$ cat src/rtl/cpu_bus_pkg.sv
// Shared definitions for the two-source operand/data bus arbiter.
package cpu_bus_pkg;

    localparam int DW = 8;

    localparam logic [1:0] ST_IDLE = 2'd0;
    localparam logic [1:0] ST_OWN0 = 2'd1;
    localparam logic [1:0] ST_OWN1 = 2'd2;

    typedef enum logic [1:0] {
        S_IDLE = ST_IDLE,
        S_OWN0 = ST_OWN0,
        S_OWN1 = ST_OWN1
    } arb_state_t;

endpackage

$ cat src/rtl/bus_arbiter2_mux.sv
// 8-bit 2:1 data selector: ctrl=0 passes a, ctrl=1 passes b.
module bus_arbiter2_mux
    import cpu_bus_pkg::*;
(
    input  logic [DW-1:0] a,
    input  logic [DW-1:0] b,
    input  logic          ctrl,
    output logic [DW-1:0] y
);

    assign y = ctrl ? b : a;

endmodule

$ cat src/rtl/bus_arbiter2.sv
// Round-robin two-source bus arbiter with req/gnt/rel handshake, hold watchdog
// and a registered bus byte.
//
// state  | meaning
// S_IDLE | nobody owns the bus, bus_vld drops next cycle
// S_OWN0 | source 0 owns the bus, d0 is captured each edge
// S_OWN1 | source 1 owns the bus, d1 is captured each edge
module bus_arbiter2
    import cpu_bus_pkg::*;
#(
    parameter int MAX_HOLD = 8
) (
    input  logic          clk,
    input  logic          rst_n,
    input  logic [1:0]    req,
    input  logic [1:0]    rel,
    input  logic [DW-1:0] d0,
    input  logic [DW-1:0] d1,
    output logic [1:0]    gnt,
    output logic          sel,
    output logic [DW-1:0] bus_d,
    output logic          bus_vld,
    output logic          timeout
);

    localparam int CW = (MAX_HOLD < 1) ? 1 : $clog2(MAX_HOLD + 1);
    localparam logic [CW-1:0] HOLD_LAST = (MAX_HOLD < 1) ? '0 : CW'(MAX_HOLD - 1);

    arb_state_t    state, state_nxt;
    logic          last_owner, last_owner_nxt;
    logic [CW-1:0] hold_cnt;
    logic          wd_hit;
    logic          wd_exit;
    logic          entering;
    logic [DW-1:0] mux_y;

    assign wd_hit   = (MAX_HOLD != 0) && (hold_cnt == HOLD_LAST);
    assign entering = (state_nxt != S_IDLE) && (state_nxt != state);

    always_comb begin
        state_nxt      = state;
        last_owner_nxt = last_owner;
        wd_exit        = 1'b0;
        case (state)
            S_IDLE: begin
                if (req == 2'b11)
                    state_nxt = last_owner ? S_OWN0 : S_OWN1;
                else if (req[0])
                    state_nxt = S_OWN0;
                else if (req[1])
                    state_nxt = S_OWN1;
            end
            S_OWN0: begin
                if (rel[0] || !req[0] || wd_hit) begin
                    last_owner_nxt = 1'b0;
                    wd_exit        = wd_hit;
                    state_nxt      = req[1] ? S_OWN1 : S_IDLE;
                end
            end
            S_OWN1: begin
                if (rel[1] || !req[1] || wd_hit) begin
                    last_owner_nxt = 1'b1;
                    wd_exit        = wd_hit;
                    state_nxt      = req[0] ? S_OWN0 : S_IDLE;
                end
            end
            default: state_nxt = S_IDLE;
        endcase
    end

    always_ff @(posedge clk or negedge rst_n) begin
        if (!rst_n) begin
            state      <= S_IDLE;
            last_owner <= 1'b1;
            timeout    <= 1'b0;
            sel        <= 1'b0;
            hold_cnt   <= '0;
        end else begin
            state      <= state_nxt;
            last_owner <= last_owner_nxt;
            timeout    <= wd_exit;
            if (entering) begin
                hold_cnt <= '0;
                sel      <= (state_nxt == S_OWN1);
            end else if (state == S_IDLE) begin
                hold_cnt <= '0;
            end else if (hold_cnt != '1) begin
                hold_cnt <= hold_cnt + 1'b1;
            end
        end
    end

    // sel tracks the owner throughout OWN, so the mux output is the owner's byte
    bus_arbiter2_mux u_mux (
        .a    (d0),
        .b    (d1),
        .ctrl (sel),
        .y    (mux_y)
    );

    always_ff @(posedge clk or negedge rst_n) begin
        if (!rst_n) begin
            bus_d   <= '0;
            bus_vld <= 1'b0;
        end else if (state != S_IDLE) begin
            bus_d   <= mux_y;
            bus_vld <= 1'b1;
        end else begin
            bus_vld <= 1'b0;
        end
    end

    assign gnt = {state == S_OWN1, state == S_OWN0};

endmodule

$ cat config.mk
export PLATFORM = sky130hd
export DESIGN_NAME = bus_arbiter2
export DESIGN_NICKNAME = d
export VERILOG_FILES = /design/src/rtl/cpu_bus_pkg.sv /design/src/rtl/bus_arbiter2_mux.sv /design/src/rtl/bus_arbiter2.sv
export SDC_FILE = /design/constraint.sdc
export NUM_CORES = 1
export LEC_CHECK = 0
export BUFFER_PORTS_ARGS = -buffer_cell sky130_fd_sc_hd__buf_2
export CAP_MARGIN = 0
export CORE_MARGIN = 4
export CORE_UTILIZATION = 44
export DETAILED_ROUTE_END_ITERATION = 16
export PLACE_DENSITY = 0.74
export SLEW_MARGIN = 10
export SYNTH_ARGS = -nofsm -noshare
export SYNTH_HDL_FRONTEND = slang
export SYNTH_SLANG_ARGS = --single-unit
$ cat constraint.sdc
create_clock -name clk -period 1.89 [get_ports clk]
set_input_delay 0 -clock clk [delete_from_list [all_inputs] [get_ports clk]]
set_output_delay 0 -clock clk [all_outputs]
set_load 0.01 [all_outputs]
# Word-level counts from Yosys, hierarchy flattened
# Index checks and enable logic that the tools add are counted.
# classes
add_sub_neg,1
mul,0
div,0
magnitude_cmp,0
n_eq_ne,9
n_shift,0
mux,20
bitwise,0
reduce_logical,13
# op_table
op,n
2-to-1 mux 2 bit,7
2-to-1 mux 4 bit,3
2-to-1 mux 8 bit,1
"== test 2 bit, second input constant",3
2-to-1 mux 1 bit,6
one-hot mux 2 bit (3 select lines),1
nonzero test 2 bit,3
"adder 4 x 1 -> 4 bit, second input constant",1
"== test 4 x 3 -> 1 bit, second input constant",1
logical OR 1 bit,4
"inequality test 2 x 1 -> 1 bit, second input constant",2
"inequality test 4 bit, second input constant",1
one-hot mux 1 bit (2 select lines),2
AND reduction 3 bit,1
nonzero test 3 bit,1
"== test 2 x 1 -> 1 bit, second input constant",1
logical NOT 1 bit,2
logical NOT 2 bit,1
inequality test 2 bit,1
logical AND 1 bit,1
# word_totals
regBits,18
latch_bits,0
mem_bits_rw,0
romBits,0
input_bits,22
output_inout_bits,13
elab_cells,50
n_memories,0

# Longest topological paths before layout
# depth
ltp_word,8
depth_mapped,8
depth_no_buf,8

# Hierarchy
# From an unflattened synthesis, not the netlist that was laid out.
# hier_totals
hier_cells,88
area_unflattened_um2,1098.6
# modules_own_cells
mod,instances,cells_each,area_per_inst_um2
bus_arbiter2,1,79,967.2
bus_arbiter2_mux,1,9,131.4

# Worst setup path before layout
# OpenSTA, ideal clock, no wires.
# synth_path
path_type,register -> register
from,reg state[1]
to,reg hold_cnt[0]
setup_time_ns,0.135
arrival_ns,1.760
t_required_ns,1.755
slack_ns,-0.005
stages_incl_launch_ff,8
path_buffers,0
cell_sequence,dfrtp_1 > inv_1 > ha_1 > and3b_1 > o21ai_1 > o211ai_1 > a311oi_2 > nor4_1
# synth_via
elab_cells_between_ends,15
# synth_lines
item,line_no,source
start: declaration,bus_arbiter2.sv:29,"arb_state_t state, state_nxt;"
start signal: assignment,bus_arbiter2.sv:79,state <= state_nxt;
== test 2 x 1 -> 1 bit *,n/a,
named net gnt[0],bus_arbiter2.sv:19,"output logic [1:0] gnt,"
one-hot mux 2 bit (3 select lines) *,bus_arbiter2.sv:44,case (state)
inequality test 2 bit or nonzero test 2 bit (tied branches),bus_arbiter2.sv:38,assign entering = (state_nxt != S_IDLE) && (state_nxt != state);
logical AND 1 bit *,bus_arbiter2.sv:38,
nonzero test 3 bit (no line) or 2-to-1 mux 4 bit (tied branches),n/a,
end signal: assignment,bus_arbiter2.sv:88,hold_cnt <= hold_cnt + 1'b1;
end: declaration,bus_arbiter2.sv:31,logic [CW-1:0] hold_cnt;
# Mark *: on every way through the listed nets, which the timed path passes. The rest lies on a longest branch.
# A chain may end at the register's enable or synchronous reset.

# Final worst setup path
# layout_path
from,reg state[1]
to,reg sel
# layout_via
elab_cells_between_ends,13
# layout_lines
item,line_no,source
== test 2 bit (tied with other cells),bus_arbiter2.sv:44,
one-hot mux 2 bit (3 select lines) *,bus_arbiter2.sv:44,
named net state_nxt[0],bus_arbiter2.sv:29,
inequality test 2 bit or nonzero test 2 bit (tied branches),bus_arbiter2.sv:38,
logical AND 1 bit,bus_arbiter2.sv:38,
end signal: assignment,bus_arbiter2.sv:84,sel <= (state_nxt == S_OWN1);
end: declaration,bus_arbiter2.sv:20,"output logic sel,"
# Marked as above.

==> metrics.txt <==
status finished with violations; failing checks setup timing; Die ar. around 3300 um2; ant diodes 0; wire length of the first global-routing pass around 5000 um; CP Cell Sequence inv_2 > ha_4 > and3b_2 > buf_4 > o2111ai_4 > o211a_4 > inv_2 > o32ai_1 > a221o_1; PnR Total Power about 2.3 mW; cell area power density 1420 nW/um2; clock-pin slew on the worst setup and hold paths 0.10 ns; H-Tree Depth 1; Setup violations, final 5; Crit. End Element register; CP max-delay cell dfrtp_2; most frequent CP cell inv_2; leak pwr 0.766 nW; Layout Nets about 200; total routed wirelength between 3000 and 4000 um; via count between 1k and 1.5k; RSZ-0062 raised after global routing yes; Worst slew margin 0.730; CP arrival ~2.2 ns; TritonCTS buffer count 3; layout cell share with drive strength beyond 1 0.503; clock sink count 18; setup TNS -0.110 ns; most common cell after layout, fill and taps aside buf_2; Avg Inst Size Synth 10.1 um2; fraction of registers with async set/reset 1.00; Post-Synthesis Cells around 110; Core ar. approximately 2300 um2; Ports 35; synth unique cells 36; Final Wtd Congestion between 0.8 and 0.9; Area Overhead vs Synth 52.5%; CP Class register to register; worst-margin pin slew between 0.4 and 0.5 ns; Slew Limit Fails 0; Seq cells post-synth 18; DIE HEIGHT 57.4 um; Initial Util 0.472; Synth Cell Area between 1000 and 1500 um2; DR iter-0 viols 59; Cells after DPL 173; Layout Skew 0.00112 ns; placed inst area 1330 um2; most frequent cells in the layout buf_2 (34), buf_4 (18), dfrtp_1 (15); total gr overflow 0; initial antenna violation count 0; I/O Buffers 34; design area around 1600 um2; drt pass-1 iters 4; post-DP HPWL roughly 2200 um; biggest cell delay along the critical path ~0.43 ns; crit path max fanout 3; per-cell routed wire length approximately 17 um; worst vdd ir 0.868 mV; Critical Path RT between 2 and 2.5 ns; DRC 0; dpl ws between 0.007 and 0.008 ns; Period minus WS final about 1.9 ns; dominant synthesized flop cell dfrtp_1; final hold violation count 0; total global-route track usage 0.199; vias in the first global route a little over 1k; syn nets roughly 130; worst-skew pair later-pin latency around 0.30 ns; largest net degree at the start of global routing 19; MaxCap Viol Count 0; Finished Layout Cells around 200; fin crit share 1.02; CTS tree done; CP Launch Type register; Die X ~57 um; Fmax between 500 and 600 MHz; post-synthesis sequential area ratio 0.420; vias per cell ~5.5; worst hold slack roughly 0.0042 ns; Finished Core Util 0.720; Routed Antenna Nets 0; EDFF count, synth 0; FP Rows 17; clock buffer depth 2; Warnings, synthesis 0; root buffer cell clkbuf_4; Worst Hold Class input pin to register; final setup margin -0.0339 ns
-- registers in the layout, summed over array words and instances, names as in the netlist --
register and flops:
state 2, sel 1, last_owner 1, timeout 1, bus_d 8, hold_cnt 4, bus_vld 1
-- kinds of logic (layout without fill, tap and decap cells) --
logic type               after synthesis  count (layout)  share of synthesized area
AO/OA/AOI/OAI                         28              28                      0.207
multiplexers                          11              11                      0.104
AND/OR/NAND/NOR                       32              32                      0.161
XOR/XNOR                               1               1                    0.00815
adder cells (fa/ha/maj)                5               5                     0.0582
flip-flops                            18              18                      0.420
buffers and inverters                 11              72                     0.0419
-- what timing repair did --
item,in CTS,in global routing
gates resized for setup,6,20
hold buffers,10,0
buffers inserted,2,6
endpoints found under the setup margin,5,5
pin swaps,3,6
hold endpoints to repair,23,0
-- worst max-delay path: cells and delay by family, from the launching register on --
kind | cells | cell delay (ns)
AO/OA/AOI/OAI | 4 | 0.80
adder cells (fa/ha/maj) | 1 | 0.16
buffers and inverters | 3 | 0.27
flip-flops | 1 | 0.43
AND/OR/NAND/NOR | 1 | 0.22
-- cell usage after synthesis, drive strengths merged, types with 2 or more instances --
library cell,count,share of area
nand2,14,0.049
inv,6,0.021
nand2b,2,0.012
nor4,4,0.023
nor2,2,0.0070
nor2b,2,0.012
a21boi,2,0.024
nand3,2,0.0093
clkbuf,4,0.014
and3b,3,0.028
mux2i,10,0.093
dfrtp,17,0.40
o211ai,2,0.014
ha,5,0.058
o2111ai,3,0.024
o21ai,12,0.056
-- layout make-up --
cell class | instances | area (um2)
Fill cell | 173 | 637
Tap cell | 28 | 35.0
Timing Repair Buffer | 62 | 405
Inverter | 6 | 27.5
Clock buffer | 4 | 26.3
Multi-Input combinational cell | 77 | 691
Sequential cell | 18 | 454
-- metal layers --
| layer | vias up | wire (um) | track usage |
|---|---|---|---|
| li1 | 511 | - | - |
| met1 | 522 | 1240 | 0.230 |
| met2 | 28 | 1810 | 0.361 |
| met3 | 9 | 149 | 0.0430 |
| met4 | 0 | 70 | 0.0596 |
| met5 | - | 0 | 0 |
-- worst paths after layout --
| kind | to | cells past startpoint | from | slack (ns) |
|---|---|---|---|---|
| setup / recovery | sel$_DFFE_PN0N_ | 9 | state[1]$_DFF_PN0_ | -0.03 |
| hold / removal | bus_d[1]$_DFFE_PN0N_ | 3 | d0[1] | 0.004 |
| setup reg to reg | sel$_DFFE_PN0N_ | 9 | state[1]$_DFF_PN0_ | -0.03 |
| hold reg to reg | bus_d[6]$_DFFE_PN0N_ | 2 | bus_d[6]$_DFFE_PN0N_ | 0.49 |
| max in group asynchronous | last_owner$_DFFE_PN1P_ | 2 | rst_n | 1.42 |
| min in group asynchronous | bus_d[5]$_DFFE_PN0N_ | 2 | rst_n | 0.15 |
-- report_power, final --
group | internal, mW | switching, mW | leakage, nW | total [mW]
Combinational | 0.692 | 0.765 | 0.529 | 1.46
Sequential | 0.552 | 0.113 | 0.222 | 0.665
Clock | 0.0824 | 0.121 | 0.0150 | 0.204
Total | 1.33 | 0.999 | 0.766 | 2.33
Note: power is estimated with default switching activity, not from simulation.
